**config.mk**
```make
export PLATFORM = sky130hd
export DESIGN_NAME = fsm_down_counter_flat
export DESIGN_NICKNAME = d
export VERILOG_FILES = /design/src/rtl/fsm_down_counter_if.sv /design/src/rtl/fsm_down_counter.sv /design/src/flat_wrapper.sv
export SDC_FILE = /design/constraint.sdc
export NUM_CORES = 1
export LEC_CHECK = 0
export ABC_CLOCK_PERIOD_IN_PS = 1400
export CAP_MARGIN = 10
export CORE_AREA = 2 2 39 41
export CTS_CLUSTER_DIAMETER = 30
export DETAILED_ROUTE_END_ITERATION = 16
export DIE_AREA = 0 0 41 43
export SYNTH_ARGS = -nofsm -noshare
export SYNTH_HDL_FRONTEND = slang
export SYNTH_SLANG_ARGS = --single-unit
```
**constraint.sdc**
```tcl
create_clock -name clk -period 1.4 [get_ports clk]
set_input_delay 0.28 -clock clk [delete_from_list [all_inputs] [get_ports clk]]
set_output_delay 0.28 -clock clk [all_outputs]
set_load 0.05 [all_outputs]
```
**src/rtl/fsm_down_counter_if.sv**
```systemverilog
// Control/status bundle for the modulo-MOD down-counter.
// master drives the enable/load side; slave is the counter itself.
interface fsm_down_counter_if #(
  parameter int WIDTH = 3
) ();
  logic             w;
  logic             load;
  logic [WIDTH-1:0] d;
  logic [WIDTH-1:0] y;
  logic             zero;
  logic             borrow;
  logic             load_err;

  modport master (
    output w, load, d,
    input  y, zero, borrow, load_err
  );

  modport slave (
    input  w, load, d,
    output y, zero, borrow, load_err
  );
endinterface

```
**src/rtl/fsm_down_counter.sv**
```systemverilog
// Modulo-MOD down-counter FSM with enable, synchronous parallel load,
// zero decode, one-cycle borrow pulse on wrap and a sticky load range error.
// The state is the count itself: S0..S(MOD-1) map directly onto y.
// Legal parameterisation: 2 <= MOD <= 2**WIDTH.
module fsm_down_counter #(
  parameter int WIDTH = 3,
  parameter int MOD   = 8
) (
  input  logic               clk,
  input  logic               rst,
  fsm_down_counter_if.slave  bus
);

  typedef logic [WIDTH-1:0] state_t;

  // Wrap target and reset value.
  localparam state_t     TOP = state_t'(MOD - 1);
  // One extra bit so MOD == 2**WIDTH is still representable.
  localparam logic [WIDTH:0] LIM = (WIDTH+1)'(MOD);

  state_t y_q;
  logic   borrow_q;
  logic   err_q;
  logic   d_oob;

  // A load value at or above MOD would put the counter into an unreachable code.
  assign d_oob = ({1'b0, bus.d} >= LIM);

  // Counter state, borrow pulse and sticky error; load has priority over w.
  always_ff @(posedge clk or negedge rst) begin
    if (!rst) begin
      y_q      <= TOP;
      borrow_q <= 1'b0;
      err_q    <= 1'b0;
    end else if (bus.load) begin
      borrow_q <= 1'b0;
      if (d_oob) begin
        y_q   <= TOP;
        err_q <= 1'b1;
      end else begin
        y_q <= bus.d;
      end
    end else if (bus.w) begin
      borrow_q <= (y_q == '0);
      y_q      <= (y_q == '0) ? TOP : (y_q - state_t'(1));
    end else begin
      borrow_q <= 1'b0;
    end
  end

  // Zero decodes only the registered count, never the inputs.
  assign bus.zero     = (y_q == '0);
  assign bus.y        = y_q;
  assign bus.borrow   = borrow_q;
  assign bus.load_err = err_q;

endmodule

```
**src/flat_wrapper.sv**
```systemverilog
// flat-port wrapper written by rule: the top's interface ports become plain ports
module fsm_down_counter_flat 
#(
  parameter int WIDTH = 3,
  parameter int MOD   = 8
)
  (clk, rst, bus_w, bus_load, bus_d, bus_y, bus_zero, bus_borrow, bus_load_err);
  fsm_down_counter_if #(.WIDTH(WIDTH)) bus_i ();
  input  logic clk;
  input  logic rst;
  input wire logic [$bits(bus_i.w)-1:0] bus_w;
  input wire logic [$bits(bus_i.load)-1:0] bus_load;
  input wire logic [$bits(bus_i.d)-1:0] bus_d;
  output wire logic [$bits(bus_i.y)-1:0] bus_y;
  output wire logic [$bits(bus_i.zero)-1:0] bus_zero;
  output wire logic [$bits(bus_i.borrow)-1:0] bus_borrow;
  output wire logic [$bits(bus_i.load_err)-1:0] bus_load_err;
  assign bus_i.w = bus_w;
  assign bus_i.load = bus_load;
  assign bus_i.d = bus_d;
  assign bus_y = bus_i.y;
  assign bus_zero = bus_i.zero;
  assign bus_borrow = bus_i.borrow;
  assign bus_load_err = bus_i.load_err;
  fsm_down_counter #(.WIDTH(WIDTH), .MOD(MOD)) u_core (.clk(clk), .rst(rst), .bus(bus_i));
endmodule
```
==> results.sh <==
export IMPL_highest_layer="met4"
export IMPL_grt_pass1_wl_um=924
export IMPL_syn_avg_cell_area_um2=9.61
export IMPL_dieHeight_um=43
export IMPL_wl_met1_um=202
export IMPL_period_share=1.11
export IMPL_synth_seq_cells=4
export IMPL_drv_slew=0
export IMPL_setup_tns_ps=-185
export IMPL_violations="setup timing"
export IMPL_synthMuxAreaShare=0
export IMPL_root_buffer="clkbuf_4"
export IMPL_drc=0
export IMPL_path_class="reg -> out"
export IMPL_wl_um=542
export IMPL_dr_pass1_iters=2
export IMPL_wl_per_cell_um=8.89
export IMPL_wl_met2_um=318
export IMPL_max_freq_mhz=645
export IMPL_hold_ws_ps=240
export IMPL_synth_area_um2=240
export IMPL_drive_gt1_frac=0.511
export IMPL_synth_adder_area_share=0.104
export IMPL_core_area_um2=1380
export IMPL_synth_flop_cell="dfstp_2"
export IMPL_peakVddDrop_mv=0.424
export IMPL_grt_start_max_net_pins=8
export IMPL_grt_overflow=0
export IMPL_endpoint_kind="primary output"
export IMPL_placed_cell_area_um2=432
export IMPL_fin_util=0.360
export IMPL_wl_met3_um=12
export IMPL_ant_nets=0
export IMPL_place_ws_ps=34.3
export IMPL_clkSlewWorstSetupHoldPaths_ps=40
export IMPL_grt_pass1_vias=226
export IMPL_hold_viol=0
export IMPL_vias_per_cell=4.07
export IMPL_grt_usage=0.0857
export IMPL_worst_path_buf_inv=3
export IMPL_rows=14
export IMPL_io_buffers=11
export IMPL_setup_violations_final=2
export IMPL_fp_dieW_um=41
export IMPL_final_nets=55
export IMPL_power_density_nw_per_um2=1070
export IMPL_crit_slowest_cell="dfstp_2"
export IMPL_ys_warn_count=0
export IMPL_vias=248
export IMPL_clock_sinks=4
export IMPL_h_tree_depth=1
export IMPL_start_util=0.174
export IMPL_die_area_um2=1760
export IMPL_synth_edf_count=0
export IMPL_maxCapViolations=0
export IMPL_antenna_found_initial=0
export IMPL_placed_cells=53
export IMPL_finalCriticalPeriod_ps=1550
export IMPL_clock_latency_ps=240
export IMPL_synth_cell_types=16
export IMPL_drt_iter0_drc=1
export IMPL_fin_cells=61
export IMPL_finalPower_uw=534
export IMPL_synthArstFlopShare=1.00
export IMPL_synthCells=25
export IMPL_cp_required_ps=1120
export IMPL_cp_arrival_ps=1270
export IMPL_area_delta_synth_final_pct=107
export IMPL_p_leak_nw=0.217
export IMPL_hold_class="in -> async"
export IMPL_ios=13
export IMPL_setup_ws_ps=-151
export IMPL_synthXorXnorAreaFrac=0
export IMPL_synth_compound_area_share=0.177
export IMPL_synth_top_family_by_area="simple AND/OR/NAND/NOR gates"
export IMPL_postLayoutCellArea_um2=498
export IMPL_worstPathCellList="inv_2 -> ha_4 -> nand2b_4 -> clkinvlp_4 -> buf_8"
export IMPL_slowest_delay_ps=530
export IMPL_clk_path_buf_depth=2
export IMPL_n_antenna_cell=0
export IMPL_dp_hpwl_um=430
export IMPL_critPathTopFamily="flip-flops"
export IMPL_synth_nets=34
export IMPL_tritoncts="done"
export IMPL_final_cell_mix="clkdlybuf4s50_1, buf_4, buf_12"
export IMPL_outcome="complete, but fails checks"
export IMPL_finClkSkew_ps=6.08
export IMPL_numCtsBuffers=3
export IMPL_crit_path_max_fanout=2
export IMPL_synth_simple_area_share=0.193
export IMPL_cp_start_kind="register"
export IMPL_rsz0062_at_grt="yes"
export IMPL_gp_congestion=0.722
export IMPL_yosysSeqAreaShare=0.432
[synthesized netlist by cell type (all sizes together) (2+ instances only)]
cell type / instances / area share
dfstp: 3 / 0.33
ha: 2 / 0.10
inv: 3 / 0.047
nand3: 2 / 0.042
nor2: 3 / 0.047
o21ai: 2 / 0.042
[worst paths after layout]
| kind | start | end | slack (ps) | cells after the start |
|---|---|---|---|---|
| max in group asynchronous | rst | u_core.bus.y[0] | 920 | 1 |
| max | u_core.bus.y[0] | bus_zero | -150 | 5 |
| min reg2reg | u_core.bus.y[2] | u_core.bus.y[2] | 590 | 2 |
| min in group clk | bus_d[2] | u_core.bus.y[2] | 580 | 3 |
| min | rst | u_core.bus.borrow | 240 | 1 |
| max reg2reg | u_core.bus.y[0] | u_core.bus.y[2] | -30 | 7 |
[power breakdown]
group | leakage [nW] | switching [mW] | total [mW] | internal [mW]
combinational | 0.157 | 0.112 | 0.233 | 0.120
sequential | 0.0453 | 0.0108 | 0.146 | 0.135
clock | 0.0150 | 0.0485 | 0.156 | 0.107
[routing by layer]
metal / global-route usage / up-vias
met3: 0.0314 / 2
li1: - / 122
met2: 0.116 / 5
met4: 0.100 / 0
met1: 0.0879 / 119
met5: 0 / -
[final cells by class]
cell class | count | area [µm²]
Fill cell | 139 | 886
Multi-Input combinational cell | 17 | 133
Sequential cell | 4 | 104
Inverter | 3 | 15.0
Tap cell | 16 | 20.0
Timing Repair Buffer | 17 | 200
Clock buffer | 4 | 26.3
[sequential cells by signal (all words and copies together), names as in the netlist]
signal,flops
u_core.bus.y,3
u_core.bus.borrow,1
[kinds of logic (layout without fill, tap and decap cells)]
family / Yosys count / after routing
adder cells (fa/ha/maj): 2 / 2
other: 1 / 1
flip-flops: 4 / 4
buffers and inverters: 4 / 24
AND/OR/NAND/NOR: 8 / 8
AO/OA/AOI/OAI: 6 / 6
[worst register-to-register path: stages, from the launching register on]
cell	delay, ps
dfstp_2	530
inv_2	50
buf_4	120
buf_4	120
ha_2	180
o21a_1	160
o21ai_1	120
o21ai_1	80
[what timing repair did]
action / in CTS / in global routing
resized for setup: 2 / 3
buffers inserted: 3 / 1
setup endpoints to repair: 1 / 2
hold buffers: 0 / 0
pin swaps: 1 / 2
(Power assumes the default switching activity.)
